`config.mk`:
```
export PLATFORM = sky130hd
export DESIGN_NAME = smi_line_rx_flat
export DESIGN_NICKNAME = d
export VERILOG_FILES = /design/src/rtl/smi_pkg.sv /design/src/rtl/smi_line_rx_if.sv /design/src/rtl/smi_sync.sv /design/src/rtl/smi_line_rx.sv /design/src/flat_wrapper.sv
export SDC_FILE = /design/constraint.sdc
export NUM_CORES = 1
export LEC_CHECK = 0
export CAP_MARGIN = 0
export CELL_PAD_IN_SITES_DETAIL_PLACEMENT = 0
export CELL_PAD_IN_SITES_GLOBAL_PLACEMENT = 1
export CORE_ASPECT_RATIO = 1.75
export CORE_MARGIN = 10
export CORE_UTILIZATION = 35
export CTS_CLUSTER_SIZE = 24
export DETAILED_ROUTE_END_ITERATION = 8
export PLACE_DENSITY = 0.74
export SETUP_SLACK_MARGIN = 0.05
export SLEW_MARGIN = 20
export SYNTH_ARGS = -nofsm -noshare
export SYNTH_HDL_FRONTEND = slang
export SYNTH_SLANG_ARGS = --single-unit
```
`constraint.sdc`:
```
create_clock -name clk_i -period 2 [get_ports clk_i]
set_input_delay 0.4 -clock clk_i [delete_from_list [all_inputs] [get_ports clk_i]]
set_output_delay 0.4 -clock clk_i [all_outputs]
set_load 0.005 [all_outputs]
```
`src/rtl/smi_pkg.sv`:
```
// rtl/smi_pkg.sv - shared types, constants and default geometry for the SMI line receiver
`ifndef LEDS
`define LEDS 16
`endif
`ifndef FIFO_LINES
`define FIFO_LINES 4
`endif
`ifndef LINES
`define LINES 64
`endif

package smi_pkg;

    localparam int BYTES_PER_LED = 4;

    typedef logic [31:0] led_word_t;

    typedef enum logic [1:0] {
        S_IDLE = 2'd0,
        S_RECV = 2'd1,
        S_DROP = 2'd2
    } smi_rx_state_e;

    // Counter width for an index range of n, never narrower than one bit.
    function automatic int cnt_width(input int n);
        return (n > 1) ? $clog2(n) : 1;
    endfunction

endpackage

```
`src/rtl/smi_line_rx_if.sv`:
```
// rtl/smi_line_rx_if.sv - write port from the receiver into the downstream line buffer
interface smi_line_rx_if
    import smi_pkg::*;
#(
    parameter int LED_W  = 1,
    parameter int LINE_W = 1
);
    logic              wr_en_o;
    led_word_t         wr_data_o;
    logic [LED_W-1:0]  wr_led_o;
    logic [LINE_W-1:0] wr_line_o;
    logic              line_done_o;
    logic [7:0]        free_lines_i;

    modport master (
        output wr_en_o, wr_data_o, wr_led_o, wr_line_o, line_done_o,
        input  free_lines_i
    );

    modport slave (
        input  wr_en_o, wr_data_o, wr_led_o, wr_line_o, line_done_o,
        output free_lines_i
    );
endinterface

```
`src/rtl/smi_sync.sv`:
```
// rtl/smi_sync.sv - parameterised-width two-flop synchroniser with async active-low reset
module smi_sync #(
    parameter int               WIDTH   = 1,
    parameter logic [WIDTH-1:0] RST_VAL = '0
) (
    input  logic             clk,
    input  logic             rst_n,
    input  logic [WIDTH-1:0] d,
    output logic [WIDTH-1:0] q
);
    logic [WIDTH-1:0] meta;

    // Two back-to-back flops resolve metastability of the asynchronous input.
    always_ff @(posedge clk or negedge rst_n) begin
        if (!rst_n) begin
            meta <= RST_VAL;
            q    <= RST_VAL;
        end else begin
            meta <= d;
            q    <= meta;
        end
    end
endmodule

```
`src/rtl/smi_line_rx.sv`:
```
// rtl/smi_line_rx.sv - SMI write-bus byte-to-LED-word receiver (option macro: SMI_LINE_RX_OVERRUN_EN)
module smi_line_rx
    import smi_pkg::*;
#(
    parameter int LEDS       = `LEDS,
    parameter int FIFO_LINES = `FIFO_LINES,
    parameter int LINES      = `LINES
) (
    input  logic          clk_i,
    input  logic          global_rst_n,
    input  logic          smi_nwe_i,
    input  logic [7:0]    smi_data_i,
    input  logic          frame_opto_i,
    output logic          busy_o,
    output logic          frame_rst_o,
    output logic          err_o,
    smi_line_rx_if.master lb
);
    localparam int LED_W  = cnt_width(LEDS);
    localparam int LINE_W = cnt_width(LINES);

    logic nwe_s, opto_s, nwe_d, opto_d, rise_q, frame_q;
    logic [7:0] data_s, data_lat;
    logic [1:0] byte_cnt;
    logic [23:0] word_lo;
    logic [LED_W-1:0] led_cnt;
    logic [LINE_W-1:0] line_cnt;
    logic [7:0] burst_cnt;
    logic commit, drop_now, word_done, line_end, burst_end, busy_next;
    smi_rx_state_e state, state_next;

    // nwe idles high, so its synchroniser resets high to avoid a false rising edge.
    smi_sync #(.WIDTH(1), .RST_VAL(1'b1)) u_sync_nwe (
        .clk(clk_i), .rst_n(global_rst_n), .d(smi_nwe_i), .q(nwe_s));
    smi_sync #(.WIDTH(8), .RST_VAL(8'h00)) u_sync_data (
        .clk(clk_i), .rst_n(global_rst_n), .d(smi_data_i), .q(data_s));
    smi_sync #(.WIDTH(1), .RST_VAL(1'b0)) u_sync_opto (
        .clk(clk_i), .rst_n(global_rst_n), .d(frame_opto_i), .q(opto_s));

    // Edge stage: registered strobe/frame edge pulses; the byte is captured on strobe fall.
    always_ff @(posedge clk_i or negedge global_rst_n) begin
        if (!global_rst_n) begin
            nwe_d    <= 1'b1;
            opto_d   <= 1'b0;
            rise_q   <= 1'b0;
            frame_q  <= 1'b0;
            data_lat <= 8'h00;
        end else begin
            nwe_d   <= nwe_s;
            opto_d  <= opto_s;
            rise_q  <= nwe_s & ~nwe_d;
            frame_q <= opto_s & ~opto_d;
            if (nwe_d && !nwe_s) begin
                data_lat <= data_s;
            end
        end
    end

    // A frame edge coinciding with a commit wins: the byte is simply never committed.
    assign commit    = rise_q & ~frame_q;
    assign word_done = commit && !drop_now && (byte_cnt == 2'(BYTES_PER_LED - 1));
    assign line_end  = word_done && (led_cnt == LED_W'(LEDS - 1));
    assign burst_end = line_end && (burst_cnt == 8'(FIFO_LINES - 1));

`ifdef SMI_LINE_RX_OVERRUN_EN
    logic frame_full, err_q;

    assign drop_now = (state == S_DROP) || frame_full;
    assign err_o    = err_q;

    // End-of-frame marker and sticky error: extra bytes or a frame edge that cuts a word.
    always_ff @(posedge clk_i or negedge global_rst_n) begin
        if (!global_rst_n) begin
            frame_full <= 1'b0;
            err_q      <= 1'b0;
        end else if (frame_q) begin
            frame_full <= 1'b0;
            if (byte_cnt != 2'd0) begin
                err_q <= 1'b1;
            end
        end else if (commit) begin
            if (drop_now) begin
                err_q <= 1'b1;
            end else if (line_end && (line_cnt == LINE_W'(LINES - 1))) begin
                frame_full <= 1'b1;
            end
        end
    end
`else
    assign drop_now = 1'b0;
    assign err_o    = 1'b0;
`endif

    // FSM state register plus the registered busy flag it drives.
    always_ff @(posedge clk_i or negedge global_rst_n) begin
        if (!global_rst_n) begin
            state  <= S_IDLE;
            busy_o <= 1'b1;
        end else begin
            state  <= state_next;
            busy_o <= busy_next;
        end
    end

    // FSM next state: a burst opens on its first byte and closes after FIFO_LINES lines.
    always_comb begin
        state_next = state;
        if (frame_q) begin
            state_next = S_IDLE;
        end else if (commit) begin
            case (state)
                S_IDLE:  state_next = drop_now ? S_DROP : S_RECV;
                S_RECV: begin
                    if (drop_now) begin
                        state_next = S_DROP;
                    end else if (burst_end) begin
                        state_next = S_IDLE;
                    end
                end
                default: state_next = state;
            endcase
        end
    end

    // FSM output: host is held off while receiving or when the buffer lacks a burst of room.
    always_comb begin
        busy_next = (state_next == S_RECV) || (lb.free_lines_i < 8'(FIFO_LINES));
    end

    // Byte assembly, LED/line/burst counting and the registered write port.
    always_ff @(posedge clk_i or negedge global_rst_n) begin
        if (!global_rst_n) begin
            byte_cnt       <= 2'd0;
            word_lo        <= 24'h0;
            led_cnt        <= '0;
            line_cnt       <= '0;
            burst_cnt      <= 8'd0;
            frame_rst_o    <= 1'b0;
            lb.wr_en_o     <= 1'b0;
            lb.wr_data_o   <= '0;
            lb.wr_led_o    <= '0;
            lb.wr_line_o   <= '0;
            lb.line_done_o <= 1'b0;
        end else begin
            lb.wr_en_o     <= 1'b0;
            lb.line_done_o <= 1'b0;
            if (frame_q) begin
                frame_rst_o <= 1'b1;
                byte_cnt    <= 2'd0;
                led_cnt     <= '0;
                line_cnt    <= '0;
                burst_cnt   <= 8'd0;
            end else if (commit) begin
                frame_rst_o <= 1'b0;
                if (!drop_now) begin
                    byte_cnt <= byte_cnt + 2'd1;
                    case (byte_cnt)
                        2'd0:    word_lo[7:0]   <= data_lat;
                        2'd1:    word_lo[15:8]  <= data_lat;
                        2'd2:    word_lo[23:16] <= data_lat;
                        default: word_lo        <= word_lo;
                    endcase
                end
                if (word_done) begin
                    lb.wr_en_o   <= 1'b1;
                    lb.wr_data_o <= {data_lat, word_lo};
                    lb.wr_led_o  <= led_cnt;
                    lb.wr_line_o <= line_cnt;
                    if (line_end) begin
                        led_cnt        <= '0;
                        lb.line_done_o <= 1'b1;
                        line_cnt       <= (line_cnt == LINE_W'(LINES - 1)) ? '0 : line_cnt + 1'b1;
                        burst_cnt      <= burst_end ? 8'd0 : burst_cnt + 8'd1;
                    end else begin
                        led_cnt <= led_cnt + 1'b1;
                    end
                end
            end
        end
    end
endmodule

```
`src/flat_wrapper.sv`:
```
// flat-port wrapper written by rule: the top's interface ports become plain ports
module smi_line_rx_flat import smi_pkg::*;
#(
    parameter int LEDS       = `LEDS,
    parameter int FIFO_LINES = `FIFO_LINES,
    parameter int LINES      = `LINES
)
  (clk_i, global_rst_n, smi_nwe_i, smi_data_i, frame_opto_i, busy_o, frame_rst_o, err_o, lb_wr_en_o, lb_wr_data_o, lb_wr_led_o, lb_wr_line_o, lb_line_done_o, lb_free_lines_i);
  smi_line_rx_if #(.LED_W((cnt_width(LEDS))), .LINE_W((cnt_width(LINES)))) lb_i ();
  input  logic clk_i;
  input  logic global_rst_n;
  input  logic smi_nwe_i;
  input  logic [7:0] smi_data_i;
  input  logic frame_opto_i;
  output logic busy_o;
  output logic frame_rst_o;
  output logic err_o;
  output wire logic [$bits(lb_i.wr_en_o)-1:0] lb_wr_en_o;
  output wire logic [$bits(lb_i.wr_data_o)-1:0] lb_wr_data_o;
  output wire logic [$bits(lb_i.wr_led_o)-1:0] lb_wr_led_o;
  output wire logic [$bits(lb_i.wr_line_o)-1:0] lb_wr_line_o;
  output wire logic [$bits(lb_i.line_done_o)-1:0] lb_line_done_o;
  input wire logic [$bits(lb_i.free_lines_i)-1:0] lb_free_lines_i;
  assign lb_wr_en_o = lb_i.wr_en_o;
  assign lb_wr_data_o = lb_i.wr_data_o;
  assign lb_wr_led_o = lb_i.wr_led_o;
  assign lb_wr_line_o = lb_i.wr_line_o;
  assign lb_line_done_o = lb_i.line_done_o;
  assign lb_i.free_lines_i = lb_free_lines_i;
  smi_line_rx #(.LEDS(LEDS), .FIFO_LINES(FIFO_LINES), .LINES(LINES)) u_core (.clk_i(clk_i), .global_rst_n(global_rst_n), .smi_nwe_i(smi_nwe_i), .smi_data_i(smi_data_i), .frame_opto_i(frame_opto_i), .busy_o(busy_o), .frame_rst_o(frame_rst_o), .err_o(err_o), .lb(lb_i));
endmodule
```
==> flow_summary.yaml <==
pwr:
  ir_drop_mv: 0.826
  power.switching_mw: 1.83
  clockPowerShare_pct: 39.8
  p_sw_share_pct: 23.6
  internal-power_mw: 5.92
  power_density_mw_per_mm2: 1250
  power_mw: 7.74
  comb_power_share_pct: 16.3
  p_seq_share_pct: 43.9
  p_leak_nw: 2.81
setup_path:
  arrival_ns: 1.41
  crit_cells: 1
  max_stage_delay_ns: 0.51
  path_cells: "clkdlybuf4s50_1"
  reg2regPathDepth: 6
  cp_max_fo: 1
  critPathKind: "reg2out"
  cp-end-kind: "primary output"
  cp_top_family: "flip-flops"
  cp_slowest_cell: "dfstp_2"
  required_ns: 1.60
  r2r_slack_ns: 0.20
  cp_num_buf_inv: 1
  worst_setup_path_start_kind: "register"
clock_tree:
  clk_path_buf_depth: 2
  path_clk_slew_ns: 0.06
  clock-sinks: 124
  clock_latency_ns: 0.40
  htreeDepth: 4
  cts_tree: "done"
  clockRootBuffer: "clkbuf_16"
  numCtsBuffers: 17
placement:
  io_buffers: 63
  place.gp.congestion: 0.775
  place_hpwl_um: 6770
final_layout:
  seq_area_mm2: 0.00311
  diodes: 0
  nFillCells: 1137
  drive_above_1_share_pct: 29.1
  areaGrowthSynthToFinish_pct: 31.9
  nets: 436
  multi_input_area_mm2: 0.00150
outcome:
  run_status: "complete, no violations"
yosys:
  synth_commonest_cells: "dfrtp_1 (120), mux2_2 (74), nand2_1 (20)"
  yosys.area.top_type_share_pct: 64.1
  syn_avg_cell_area_um2: 14.3
  yosysTopAreaCell: "dfrtp_1"
  syn_area_mm2: 0.00469
  synth-seq-cells: 124
  yosysSeqAreaShare_pct: 66.3
  synth_flop_cell: "dfrtp_1"
  synth.most_common_cell: "dfrtp_1"
  ys_async_sr_fraction_pct: 100
  synthesis.nets: 354
  syn_inst: 327
  synth_area_leaders: "dfrtp_1 (64%), mux2_2 (18%), dfstp_2 (2.2%), ha_1 (1.9%), nand2_1 (1.6%)"
  synth_edf_count: 0
  ys_warn_count: 0
  synth_cell_types: 36
timing:
  post-route-period-util_pct: 90.3
  rsz0062_at_grt: "no"
  slew_violations: 0
  period_needed_ns: 1.81
  max_clock_freq_ghz: 0.554
  hold_ws_ns: 0.348
  setup_tns_ns: 0
  setup_viol: 0
  finClkSkew_ns: 0.00708
  hold_violations: 0
global_routing:
  grt_pass1_vias: 3137
  grt_pass1_wl_um: 15900
  gr-usage-all-layers_pct: 11.0
  antenna_found_initial: 0
  grt_max_degree: 49
  overflow: 0
die:
  placementRows: 55
  design.core.area_mm2: 0.0130
  pin_count: 67
  die_h_um: 173
  die_area_mm2: 0.0186
  initial_utilization_pct: 36.0
  die_w_um: 107
detailed_routing:
  vias: 2803
  dr.first_iter.drc_count: 71
  routed_wirelength_um: 9670
  routedWlPerCell_um: 16.3
  vias_per_cell: 4.73
  drc: 0
  ant_nets: 0
  drt_first_pass_iters: 5
hold_path:
  min_path_cells: 0
  min_path_type: "reg2reg"
job:
  max-cap-violations: 0
[power by group through the flow]
| stage | clock (mW) | sequential [mW] | combinational [mW] |
|---|---|---|---|
| CTS | 3.17 | 3.41 | 1.31 |
| detailed placement | 0 | 3.45 | 1.30 |
| global placement | 0 | 3.43 | 1.26 |
| finish | 3.08 | 3.40 | 1.26 |
| floorplan | 0 | 3.36 | 0.546 |
| global route | 3.28 | 3.47 | 1.39 |
[final timing paths]
path / from / to
worst max-delay path: u_core.busy_o / busy_o
worst min-delay path: u_core.u_sync_data.meta[4] / u_core.u_sync_data.q[4]
worst max register to register: u_core.led_cnt[0] / u_core.line_cnt[3]
worst min register to register: u_core.u_sync_data.meta[4] / u_core.u_sync_data.q[4]
max in group asynchronous: global_rst_n / u_core.u_sync_data.q[2]
min in group asynchronous: global_rst_n / u_core.u_sync_opto.meta
[timing repair]
action	in CTS	in global routing
gates resized for setup	0	1
setup endpoints to repair	0	6
hold buffers	1	0
endpoints found under the hold margin	17	0
setup buffers	0	0
[metal layers]
metal / up-vias / wire [um] / global-route usage [%]
li1: 1299 / - / -
met5: - / 0 / 0
met2: 47 / 5490 / 19.7
met3: 9 / 395 / 3.83
met4: 0 / 163 / 4.53
met1: 1448 / 3620 / 10.9
[worst reg2reg max path, stage by stage (launching register included)]
cell	delay (ns)
dfrtp_1	0.40
ha_1	0.20
and4b_2	0.31
nand2_2	0.13
buf_4	0.18
or3_1	0.35
a21oi_1	0.16
[layout by cell type (no fill, tap or decap), types with 3 or more instances in the layout]
master,instances
a21oi_1,11
nor2b_1,4
o21ai_0,3
nand4_1,3
clkinv_4,4
clkdlybuf4s50_1,62
buf_4,9
or3_1,3
ha_1,7
clkbuf_16,17
bufinv_16,3
mux2_2,74
inv_1,7
dfstp_2,4
nand3_1,11
nand2_1,18
xor2_1,4
nor2_1,15
dfrtp_1,120
nor4_1,3
nor3_1,4
xnor2_1,5
[metrics by stage]
step	cell area [um2]	setup slack (ns)	utilization, %	cells
after floorplan	4690	0.396	-	327
after global placement	5570	0.168	42.8	560
after detailed placement	5570	0.128	42.8	560
after CTS	6180	0.112	47.5	593
after global routing	6190	0.0639	47.6	593
final	6190	0.195	47.6	593
[sequential cells by signal, indices dropped and copies added, names as in the netlist, 2 cells and up]
register                 count
u_core.burst_cnt             8
u_core.byte_cnt              2
u_core.data_lat              8
u_core.lb.wr_data_o         32
u_core.lb.wr_led_o           4
u_core.lb.wr_line_o          6
u_core.led_cnt               4
u_core.line_cnt              6
u_core.state                 2
u_core.u_sync_data.meta      8
u_core.u_sync_data.q         8
u_core.word_lo              24
[cell families (layout without fill, tap and decap cells)]
| group | after synthesis | in the layout | synth area share (%) |
|---|---|---|---|
| AO/OA/AOI/OAI | 19 | 19 | 2.27 |
| XOR/XNOR | 9 | 9 | 1.68 |
| adder cells (fa/ha/maj) | 7 | 7 | 1.87 |
| buffers and inverters | 18 | 113 | 1.84 |
| flip-flops | 124 | 124 | 66.3 |
| multiplexers | 76 | 76 | 18.2 |
| other | 1 | 1 | 0.0800 |
| AND/OR/NAND/NOR | 73 | 73 | 7.77 |
[layout make-up]
type	count	share of cell area (%)
Sequential cell	124	50.2
Multi-Input combinational cell	185	24.2
Timing Repair Buffer	74	11.9
Clock buffer	19	7.00
Tap cell	171	3.46
Clock inverter	13	2.71
Inverter	7	0.425
No activity file was read; power rests on OpenSTA's default activity.
